File: config.mk
export PLATFORM = sky130hd
export DESIGN_NAME = shot_slot_scheduler_flat
export DESIGN_NICKNAME = d
export VERILOG_FILES = /design/src/rtl/shot_slot_scheduler_if.sv /design/src/rtl/shot_slot_scheduler.sv /design/src/flat_wrapper.sv
export SDC_FILE = /design/constraint.sdc
export NUM_CORES = 1
export LEC_CHECK = 0
export CELL_PAD_IN_SITES_DETAIL_PLACEMENT = 0
export CELL_PAD_IN_SITES_GLOBAL_PLACEMENT = 1
export CORE_ASPECT_RATIO = 0.9
export CORE_MARGIN = 2
export CORE_UTILIZATION = 40
export CTS_CLUSTER_SIZE = 24
export DETAILED_ROUTE_END_ITERATION = 8
export GPL_ROUTABILITY_DRIVEN = 0
export GPL_TIMING_DRIVEN = 0
export PLACE_DENSITY = 0.89
export SYNTH_ARGS = -nofsm -noshare
export SYNTH_HDL_FRONTEND = slang
export SYNTH_SLANG_ARGS = --single-unit
File: constraint.sdc
create_clock -name vga_clk -period 4 [get_ports vga_clk]
set_input_delay 0.8 -clock vga_clk [delete_from_list [all_inputs] [get_ports vga_clk]]
set_output_delay 0.8 -clock vga_clk [all_outputs]
set_load 0.005 [all_outputs]
File: src/rtl/shot_slot_scheduler_if.sv
// Bundle between the gun/collision side and the bullet drawers.
// The master drives fire, frame_tick, gun_x and hit; the scheduler owns the slot state outputs.
interface shot_slot_scheduler_if #(
    parameter int NUM_SLOTS = 8
);
    logic                      fire;
    logic                      frame_tick;
    logic [9:0]                gun_x;
    logic [NUM_SLOTS-1:0]      hit;
    logic [NUM_SLOTS-1:0]      slot_active;
    logic [10*NUM_SLOTS-1:0]   pos_x;
    logic [10*NUM_SLOTS-1:0]   pos_y;
    logic [3:0]                active_count;
    logic                      fire_accept;
    logic                      no_slot;

    modport master (
        output fire, frame_tick, gun_x, hit,
        input  slot_active, pos_x, pos_y, active_count, fire_accept, no_slot
    );

    modport slave (
        input  fire, frame_tick, gun_x, hit,
        output slot_active, pos_x, pos_y, active_count, fire_accept, no_slot
    );
endinterface

File: src/rtl/shot_slot_scheduler.sv
// Bullet slot pool: allocates a slot at the gun for each fire press and moves/frees
// every live bullet once per frame, walking the slots one per clock during vertical blank.
module shot_slot_scheduler #(
    parameter int NUM_SLOTS = 8,
    parameter int GUN_Y     = 440,
    parameter int STEP      = 4,
    parameter int TOP_Y     = 0,
    parameter int COOLDOWN  = 8,
    parameter int OFF_Y     = 1023
) (
    input  logic                   vga_clk,
    input  logic                   reset,
    shot_slot_scheduler_if.slave   bus
);
    localparam logic [9:0] GUN_Y_V    = 10'(GUN_Y);
    localparam logic [9:0] STEP_V     = 10'(STEP);
    localparam logic [9:0] FREE_LIM   = 10'(TOP_Y + STEP);
    localparam logic [9:0] OFF_Y_V    = 10'(OFF_Y);
    localparam logic [7:0] COOLDOWN_V = 8'(COOLDOWN);
    localparam logic [2:0] LAST_IDX   = 3'(NUM_SLOTS - 1);

    typedef enum logic [1:0] {ST_IDLE, ST_UPDATE, ST_ALLOC} state_t;

    state_t               state_q, state_d;
    logic [2:0]           idx_q, idx_d;
    logic                 sync1_q, sync2_q, sync3_q;
    logic                 pending_q, pending_d;
    logic [NUM_SLOTS-1:0] hit_latch_q, hit_latch_d;
    logic [NUM_SLOTS-1:0] active_q, active_d;
    logic [9:0]           x_q [NUM_SLOTS];
    logic [9:0]           x_d [NUM_SLOTS];
    logic [9:0]           y_q [NUM_SLOTS];
    logic [9:0]           y_d [NUM_SLOTS];
    logic [7:0]           cooldown_q, cooldown_d;
    logic [3:0]           count_q;
    logic                 fire_accept_q, fire_accept_d;
    logic                 no_slot_q, no_slot_d;
    logic                 fire_edge;
    logic                 free_found;
    logic [2:0]           free_idx;

    function automatic logic [3:0] popcount(input logic [NUM_SLOTS-1:0] v);
        logic [3:0] n;
        n = '0;
        for (int i = 0; i < NUM_SLOTS; i++) n = n + 4'(v[i]);
        return n;
    endfunction

    assign fire_edge = sync2_q & ~sync3_q;

    // Lowest-index free slot; reflects any slot freed earlier in the same UPDATE pass.
    always_comb begin
        free_found = 1'b0;
        free_idx   = '0;
        for (int i = NUM_SLOTS - 1; i >= 0; i--) begin
            if (!active_q[i]) begin
                free_found = 1'b1;
                free_idx   = 3'(i);
            end
        end
    end

    // NOTE: every signal gets its default before the case so no path leaves one unassigned (no latches).
    always_comb begin
        state_d       = state_q;
        idx_d         = idx_q;
        active_d      = active_q;
        x_d           = x_q;
        y_d           = y_q;
        cooldown_d    = cooldown_q;
        pending_d     = pending_q | fire_edge;
        hit_latch_d   = hit_latch_q | bus.hit;
        fire_accept_d = 1'b0;
        no_slot_d     = 1'b0;

        case (state_q)
            ST_IDLE: begin
                if (bus.frame_tick) begin
                    state_d = ST_UPDATE;
                    idx_d   = '0;
                end
            end
            ST_UPDATE: begin
                if (active_q[idx_q]) begin
                    if (hit_latch_q[idx_q] || bus.hit[idx_q] || (y_q[idx_q] < FREE_LIM)) begin
                        active_d[idx_q] = 1'b0;
                        x_d[idx_q]      = '0;
                        y_d[idx_q]      = OFF_Y_V;
                    end else begin
                        y_d[idx_q] = y_q[idx_q] - STEP_V;
                    end
                end
                hit_latch_d[idx_q] = 1'b0;
                if (idx_q == LAST_IDX) state_d = ST_ALLOC;
                else                   idx_d   = idx_q + 3'd1;
            end
            ST_ALLOC: begin
                state_d = ST_IDLE;
                if (cooldown_q != '0) begin
                    cooldown_d = cooldown_q - 8'd1;
                end else if (pending_q) begin
                    pending_d = fire_edge;
                    if (free_found) begin
                        active_d[free_idx] = 1'b1;
                        x_d[free_idx]      = bus.gun_x;
                        y_d[free_idx]      = GUN_Y_V;
                        cooldown_d         = COOLDOWN_V;
                        fire_accept_d      = 1'b1;
                    end else begin
                        no_slot_d = 1'b1;
                    end
                end
            end
            default: state_d = ST_IDLE;
        endcase
    end

    // NOTE: state uses non-blocking assignments so every flop samples pre-edge values.
    always_ff @(posedge vga_clk or negedge reset) begin
        if (!reset) begin
            state_q       <= ST_IDLE;
            idx_q         <= '0;
            sync1_q       <= 1'b0;
            sync2_q       <= 1'b0;
            sync3_q       <= 1'b0;
            pending_q     <= 1'b0;
            hit_latch_q   <= '0;
            active_q      <= '0;
            cooldown_q    <= '0;
            count_q       <= '0;
            fire_accept_q <= 1'b0;
            no_slot_q     <= 1'b0;
            // NOTE: the slot arrays are small flop banks driving outputs, so they are reset like any register.
            for (int i = 0; i < NUM_SLOTS; i++) begin
                x_q[i] <= '0;
                y_q[i] <= OFF_Y_V;
            end
        end else begin
            state_q       <= state_d;
            idx_q         <= idx_d;
            sync1_q       <= bus.fire;
            sync2_q       <= sync1_q;
            sync3_q       <= sync2_q;
            pending_q     <= pending_d;
            hit_latch_q   <= hit_latch_d;
            active_q      <= active_d;
            x_q           <= x_d;
            y_q           <= y_d;
            cooldown_q    <= cooldown_d;
            count_q       <= popcount(active_q);
            fire_accept_q <= fire_accept_d;
            no_slot_q     <= no_slot_d;
        end
    end

    assign bus.slot_active  = active_q;
    assign bus.active_count = count_q;
    assign bus.fire_accept  = fire_accept_q;
    assign bus.no_slot      = no_slot_q;

    for (genvar g = 0; g < NUM_SLOTS; g++) begin : g_pack
        assign bus.pos_x[10*g +: 10] = x_q[g];
        assign bus.pos_y[10*g +: 10] = y_q[g];
    end
endmodule

File: src/flat_wrapper.sv
// flat-port wrapper written by rule: the top's interface ports become plain ports
module shot_slot_scheduler_flat 
#(
    parameter int NUM_SLOTS = 8,
    parameter int GUN_Y     = 440,
    parameter int STEP      = 4,
    parameter int TOP_Y     = 0,
    parameter int COOLDOWN  = 8,
    parameter int OFF_Y     = 1023
)
  (vga_clk, reset, bus_fire, bus_frame_tick, bus_gun_x, bus_hit, bus_slot_active, bus_pos_x, bus_pos_y, bus_active_count, bus_fire_accept, bus_no_slot);
  shot_slot_scheduler_if #(.NUM_SLOTS(NUM_SLOTS)) bus_i ();
  input  logic vga_clk;
  input  logic reset;
  input wire logic [$bits(bus_i.fire)-1:0] bus_fire;
  input wire logic [$bits(bus_i.frame_tick)-1:0] bus_frame_tick;
  input wire logic [$bits(bus_i.gun_x)-1:0] bus_gun_x;
  input wire logic [$bits(bus_i.hit)-1:0] bus_hit;
  output wire logic [$bits(bus_i.slot_active)-1:0] bus_slot_active;
  output wire logic [$bits(bus_i.pos_x)-1:0] bus_pos_x;
  output wire logic [$bits(bus_i.pos_y)-1:0] bus_pos_y;
  output wire logic [$bits(bus_i.active_count)-1:0] bus_active_count;
  output wire logic [$bits(bus_i.fire_accept)-1:0] bus_fire_accept;
  output wire logic [$bits(bus_i.no_slot)-1:0] bus_no_slot;
  assign bus_i.fire = bus_fire;
  assign bus_i.frame_tick = bus_frame_tick;
  assign bus_i.gun_x = bus_gun_x;
  assign bus_i.hit = bus_hit;
  assign bus_slot_active = bus_i.slot_active;
  assign bus_pos_x = bus_i.pos_x;
  assign bus_pos_y = bus_i.pos_y;
  assign bus_active_count = bus_i.active_count;
  assign bus_fire_accept = bus_i.fire_accept;
  assign bus_no_slot = bus_i.no_slot;
  shot_slot_scheduler #(.NUM_SLOTS(NUM_SLOTS), .GUN_Y(GUN_Y), .STEP(STEP), .TOP_Y(TOP_Y), .COOLDOWN(COOLDOWN), .OFF_Y(OFF_Y)) u_core (.vga_clk(vga_clk), .reset(reset), .bus(bus_i));
endmodule
==> impl_metrics.json <==
{
  "status": "finished clean",
  "synth_area_per_cell_sq_um": 11.79,
  "yosysUniqueCellTypes": 70,
  "cp_data_required_time_ps": 4360,
  "track_usage_pct": 25.33,
  "first_pass_iters": 7,
  "vias": 7854,
  "netlist_area_sq_um": 9216,
  "cts_hold_buf": 0,
  "clkLatencyLatePin_ps": 440,
  "clock_sinks": 199,
  "critPathKind": "reg -> reg",
  "worst-path-max-fanout": 12,
  "setup_viol": 0,
  "swShare_pct": 39.92,
  "seq_area_frac_synth_pct": 55.12,
  "clock_path_buffers": 2,
  "ant_nets": 0,
  "synth_nets": 818,
  "tightest_slew_ps": 1232,
  "cp-start-kind": "register",
  "areaGrowthSynthToFinish_pct": 33.26,
  "coreArea_sq_um": 22580,
  "end_kind": "register",
  "detail_route.wl_per_cell_um": 23.37,
  "worstPathArrival_ps": 4130,
  "overflow": 0,
  "nets": 1034,
  "peakVddDrop_uv": 370.2,
  "antenna_found_initial": 0,
  "maxSlewHeadroom_pct": 17.21,
  "rsz0062_at_grt": "false",
  "synth_edf_count": 0,
  "fp-row-count": 52,
  "synth-simple-area-share_pct": 10.41,
  "port_buffers": 195,
  "grt_pass1_wl_um": 46530,
  "grt_pass1_vias": 7776,
  "maxCapViolCount": 0,
  "fin_crit_sh_pct": 94.29,
  "diodes": 0,
  "cts_buffers": 17,
  "final_cell_mix": "clkdlybuf4s50_1, dfrtp_1, dfstp_2",
  "totalWireLength_um": 30560,
  "layout_commonest_cell": "clkdlybuf4s50_1",
  "root_buffer": "clkbuf_16",
  "cts_tree": "yes",
  "yosysWarnings": 0,
  "hpwlAfterDp_um": 22110,
  "clkTransAtPathRegs_ps": 80,
  "fp.dieArea_sq_um": 24270,
  "p_sw_mw": 3.422,
  "synth-compound-area-share_pct": 23.23,
  "drive_gt1_share_pct": 17.71,
  "synthXorXnorAreaFrac_pct": 1.045,
  "synth_cells": 782,
  "setup_ws_ps": 228.3,
  "worstHoldPathType": "reg -> reg",
  "die_h_um": 148,
  "synth-adder-area-share_pct": 2.226,
  "route.detailed.drc": 0,
  "ys_seq_elements": 199,
  "p_comb_share_pct": 43.5,
  "power.internal_mw": 5.150,
  "synthMuxAreaShare_pct": 4.426,
  "pwr-share-clk_pct": 21.0,
  "ios": 196,
  "p_leak_nw": 4.730,
  "cts_htree_levels": 4,
  "viasPerCell": 6.005,
  "drt_iter0_markers": 732,
  "fin_total_pwr_mw": 8.572,
  "worst_clock_skew_ps": 15.86,
  "seqPwrFrac_pct": 35.5,
  "fmax_ghz": 0.2651,
  "grt_max_degree": 108,
  "ys.flop_type": "dfrtp_1",
  "fillers": 1916,
  "period_minus_slack_ps": 3772,
  "finalHoldViolations": 0,
  "die_x_um": 164,
  "synth_top_family_by_area": "compound AO/OA/AOI/OAI gates",
  "start_util_pct": 40.82,
  "dpl_worst_slack_ps": -436.7,
  "maxSlewViolCount": 0,
  "pwr_density_cell_nw_per_um2": 698.0,
  "async_flop_share_pct": 100.0
}
## cells by family after synthesis
kind of cell | after synthesis
xor+xnor | 11
simple gates | 184
buf+inv | 76
flops | 199
compound gates | 274
fa+ha+maj | 14
mux | 24
## synth_stat cells, drive strengths merged (5+ instances only)
| cell | number | area (sq um) |
|---|---|---|
| clkbuf | 35 | 131.4 |
| or3 | 7 | 43.79 |
| nor2 | 60 | 225.2 |
| o2bb2ai | 62 | 605.6 |
| buf | 16 | 101.4 |
| nand4 | 6 | 37.54 |
| a2bb2oi | 9 | 78.83 |
| a22oi | 8 | 60.06 |
| o22ai | 6 | 37.54 |
| nand2 | 42 | 160.2 |
| a32o | 32 | 320.3 |
| nand2b | 9 | 56.30 |
| a21oi | 41 | 209.0 |
| o22a | 18 | 157.7 |
| ha | 10 | 125.1 |
| o31ai | 5 | 37.54 |
| nor3b | 6 | 50.05 |
| dfstp | 80 | 2102 |
| dfrtp | 119 | 2978 |
| nand3 | 7 | 35.03 |
| xnor2 | 8 | 70.07 |
| or4 | 5 | 37.54 |
| nor4 | 5 | 61.31 |
| inv | 25 | 93.84 |
| mux4 | 11 | 247.7 |
| o21ai | 47 | 246.5 |
| nand3b | 9 | 67.56 |
| a22o | 18 | 157.7 |
| nor3 | 9 | 45.04 |
| mux2i | 9 | 115.1 |
## state kept, by name, indices dropped and copies added (netlist names)
signal,cells
u_core.bus.pos_x,80
u_core.bus.pos_y,80
u_core.bus.slot_active,8
u_core.cooldown_q,8
u_core.hit_latch_q,8
u_core.bus.active_count,4
u_core.idx_q,3
u_core.state_q,2
u_core.bus.fire_accept,1
u_core.bus.no_slot,1
u_core.pending_q,1
u_core.sync1_q,1
u_core.sync2_q,1
u_core.sync3_q,1
## routing by layer
layer  vias to the layer above  share of wire, %  global-route usage (%)
met2                       397                45                   37.44
met5                         -                 0                       0
met4                         0               1.8                   7.237
met3                        44               9.0                   5.247
met1                      4002                44                   37.69
li1                       3411                 -                       -
## power groups by stage
stage | Sequential (mW) | Clock [mW] | Combinational [mW]
5_1_grt | 3.10 | 1.90 | 3.99
4_1_cts | 3.03 | 1.82 | 3.64
2_1_floorplan | 2.95 | 0 | 2.11
3_3_place_gp | 3.06 | 0 | 3.55
6_report | 3.04 | 1.80 | 3.73
3_5_place_dp | 3.05 | 0 | 3.63
## metrics by stage
step                utilization, %  cell area (sq um)   TNS, ps  std cells  hold slack [ps]
CTS                          54.22              12240         0       1307            374.5
detailed placement           51.33              11590    -29880       1276            351.6
global route                 54.40              12280         0       1308            373.7
global placement             51.11              11540  -1021780       1274            335.2
finish                       54.40              12280         0       1308            366.4
floorplan                        -               9216         0        782            331.2
## layout make-up
type,count,area [sq um],area share [%]
well taps,297,371.6,3.026
inverters,25,93.84,0.7641
clock inverters,15,216.5,1.762
clock buffers,17,425.4,3.464
repair buffers,199,2011,16.37
flip-flops and latches,199,5082,41.38
plain buffers,49,234.0,1.905
multi-input cells,507,3847,31.33
## what timing repair did
| item | in CTS | in global routing |
|---|---|---|
| endpoints found under the setup margin | 132 | 121 |
| pin swaps | 0 | 0 |
| endpoints found under the hold margin | 0 | 0 |
| resized for setup | 7 | 9 |
| gates cloned | 0 | 0 |
| setup buffers | 0 | 2 |
## path summary, 6_finish.rpt
check                                     start              endpoint  slack [ps]  depth (start not counted)
worst max-delay path            u_core.idx_q[2]  u_core.bus.pos_x[51]         230                         14
worst min register to register   u_core.sync1_q        u_core.sync2_q         370                          0
worst max register to register  u_core.idx_q[2]  u_core.bus.pos_x[51]         230                         14
max in group asynchronous                 reset  u_core.bus.pos_y[16]        2650                          2
min in group asynchronous                 reset  u_core.bus.pos_x[20]         390                          1
worst min-delay path             u_core.sync1_q        u_core.sync2_q         370                          0
## critical path, cell delays in order (launching register included)
cell and delay [ps]:
dfrtp_2 490, clkbuf_2 270, clkbuf_2 300, nor3b_1 230, a21oi_1 60, o211ai_1 440, inv_1 90, ha_1 260
nand4_1 150, nor4_4 60, or2_1 230, buf_2 190, buf_2 220, o21ai_2 500, o2bb2ai_1 180
Note: power is estimated with default switching activity, not from simulation.
==> variant: new RTL, config.mk and constraints unchanged <==
Re-encode `state_t` (3 states) as one-hot, 3 bits wide.
--- a/src/rtl/shot_slot_scheduler.sv
+++ b/src/rtl/shot_slot_scheduler.sv
@@ -21,3 +21,3 @@
 
-    typedef enum logic [1:0] {ST_IDLE, ST_UPDATE, ST_ALLOC} state_t;
+    typedef enum logic [2:0] {ST_IDLE = 3'b001, ST_UPDATE = 3'b010, ST_ALLOC = 3'b100} state_t;
 
Formal check against the unedited RTL: no difference found for any inputs over 4 cycles, from zero or initial values and one cycle with reset low; so few cycles prove little.
==> variant against the unedited design <==
The flow now finishes with violations (design-rule violations); sequential power is essentially flat; sequential cell count grew 1; area after synthesis grew 4.0%; design area grew 2.4%; die area grew 3.9%; clock skew shrank 0.0040 ns; setup slack lost 0.16 ns; wire length grew 9.5%; power shrank 4.7%.
==> variant: results (changes against the unedited design) <==
layout cell share with drive strength beyond 1 -> 0.181 (+0.00367)
vias per cell -> 6.15 (+2.4%)
nonclk inv count -> 30 (+20%)
reg2reg path depth -> 9 (-5)
clock network area share -> 0.0479 (-0.00439)
WL final -> 33.5 mm (+9.5%)
Power Internal -> 5.11 mW (-0.82%)
Synth Flop Type -> dfrtp_1
violated checks -> design-rule violations
Synth-to-Final Area Change -> 31.1%
buffer share of cell area -> 0.173 (-0.00978)
Non-Filler Instances -> 1381 (+5.6%)
Global Route Usage Sum -> 0.265 (+0.0115)
number of DRC markers in iteration 0 -> 910 (+24%)
layout net count -> 1099 (+6.3%)
outcome -> finished, violations left
number of global-route vias before repair -> 8490 (+9.2%)
cell count after placement -> 1349 (+5.7%)
Non-clk bufs -> 241 (-2.8%)
Commonest cells post-synth -> dfrtp_1 (119), dfstp_2 (81), a22o_1 (74)
register area -> 5110 sq um (+0.47%)
syn avg cell area -> 11.1 sq um (-5.5%)
Lkg Pwr -> 4.90 nW (+3.6%)
H-tree depth -> 4 (unchanged)
filler cell count -> 2067 (+7.9%)
first-pass GRT wire length -> 50.8 mm (+9.1%)
Post-Synth Adder-Cell Area -> 0.0175 (-0.00477)
Setup WS pre-CTS -> -0.383 ns (+0.0535 ns)
dpl cell area -> 11800 sq um (+2.2%)
class of the worst hold path -> in -> async
comb_multi_in -> 576 (+14%)
met2 routed WL -> 14.9 mm (+7.5%)
Largest delay share family, worst path -> simple AND/OR/NAND/NOR gates
worst-case vdd ir drop -> 0.332 mV (-10%)
post-layout util -> 0.535 (-0.00851)
fraction of area in multi-input gates -> 0.334 (+0.0207)
critical path fanouts, max -> 10 (-2)
CTS sink count -> 200 (+0.50%)
metal1 wirelength -> 13.6 mm (+1.8%)
total nets after synthesis -> 894 (+9.3%)
reg-to-reg critical path endpoint -> u_core.bus.pos_y[45]$_DFFE_PN1P_
Post-Synth XOR/XNOR Area -> 0.00822 (-0.00223)
metal3 WL -> 3.87 mm (+40%)
DRC -> 12 (+12)
pin count of the biggest net entering global routing -> 118 (+9.3%)
Seq/total area -> 0.406 (-0.00762)
Synth Area in Compound Gates -> 0.249 (+0.0165)
post-synth cell types -> 83 (+19%)
sequential share of the synthesized area -> 0.533 (-0.0185)
clk_skew -> 0.0119 ns (-0.00397 ns)
WP data arrival -> 4.31 ns (+0.18 ns)
PortBufs -> 185 (-5.1%)
worst hold margin -> 0.371 ns (+0.00459 ns)
crit-path max cell delay -> 1.01 ns (+0.51 ns)
DP HPWL -> 23.9 mm (+8.2%)
clock network power share -> 0.219 (+0.009)
final worst slack -> 0.0691 ns (-0.159 ns)
mux share of post-synthesis cell area -> 0.0324 (-0.0119)
main area contributors after synthesis -> dfrtp_1 (31%), dfstp_2 (22%), a22o_1 (6.8%)
Slew @ Worst Pin -> 1.18 ns (-0.0519 ns)
[variant: cell count changes in the layout (fill, tap and decap cells not counted), moves of 9 or more]
cell             delta
a22o_1             +56
a32o_1             -31
o2bb2ai_1          -19
a22oi_1            +14
nand2_1            +13
clkdlybuf4s50_1    -10
o2bb2ai_2          -10
a32oi_1             +9
buf_2               +9
[variant: cells by family (layout without fill, tap and decap cells)]
group / count (synthesis) / after routing
AND/OR/NAND/NOR: 222 / 222
flip-flops: 200 / 200
buffers and inverters: 85 / 303
AO/OA/AOI/OAI: 310 / 310
adder cells (fa/ha/maj): 11 / 11
multiplexers: 24 / 24
XOR/XNOR: 9 / 9
[variant: metal layers]
metal | global-route usage | vias to the layer above
met5 | 0 | -
met4 | 0.0996 | 0
met3 | 0.0933 | 81
met2 | 0.407 | 491
met1 | 0.347 | 4273
li1 | - | 3643
[variant: timing repair]
item                       CTS  global route
setup endpoints to repair  121           127
buffers inserted             0             2
resized for setup            3            19
pin swaps                    0             4
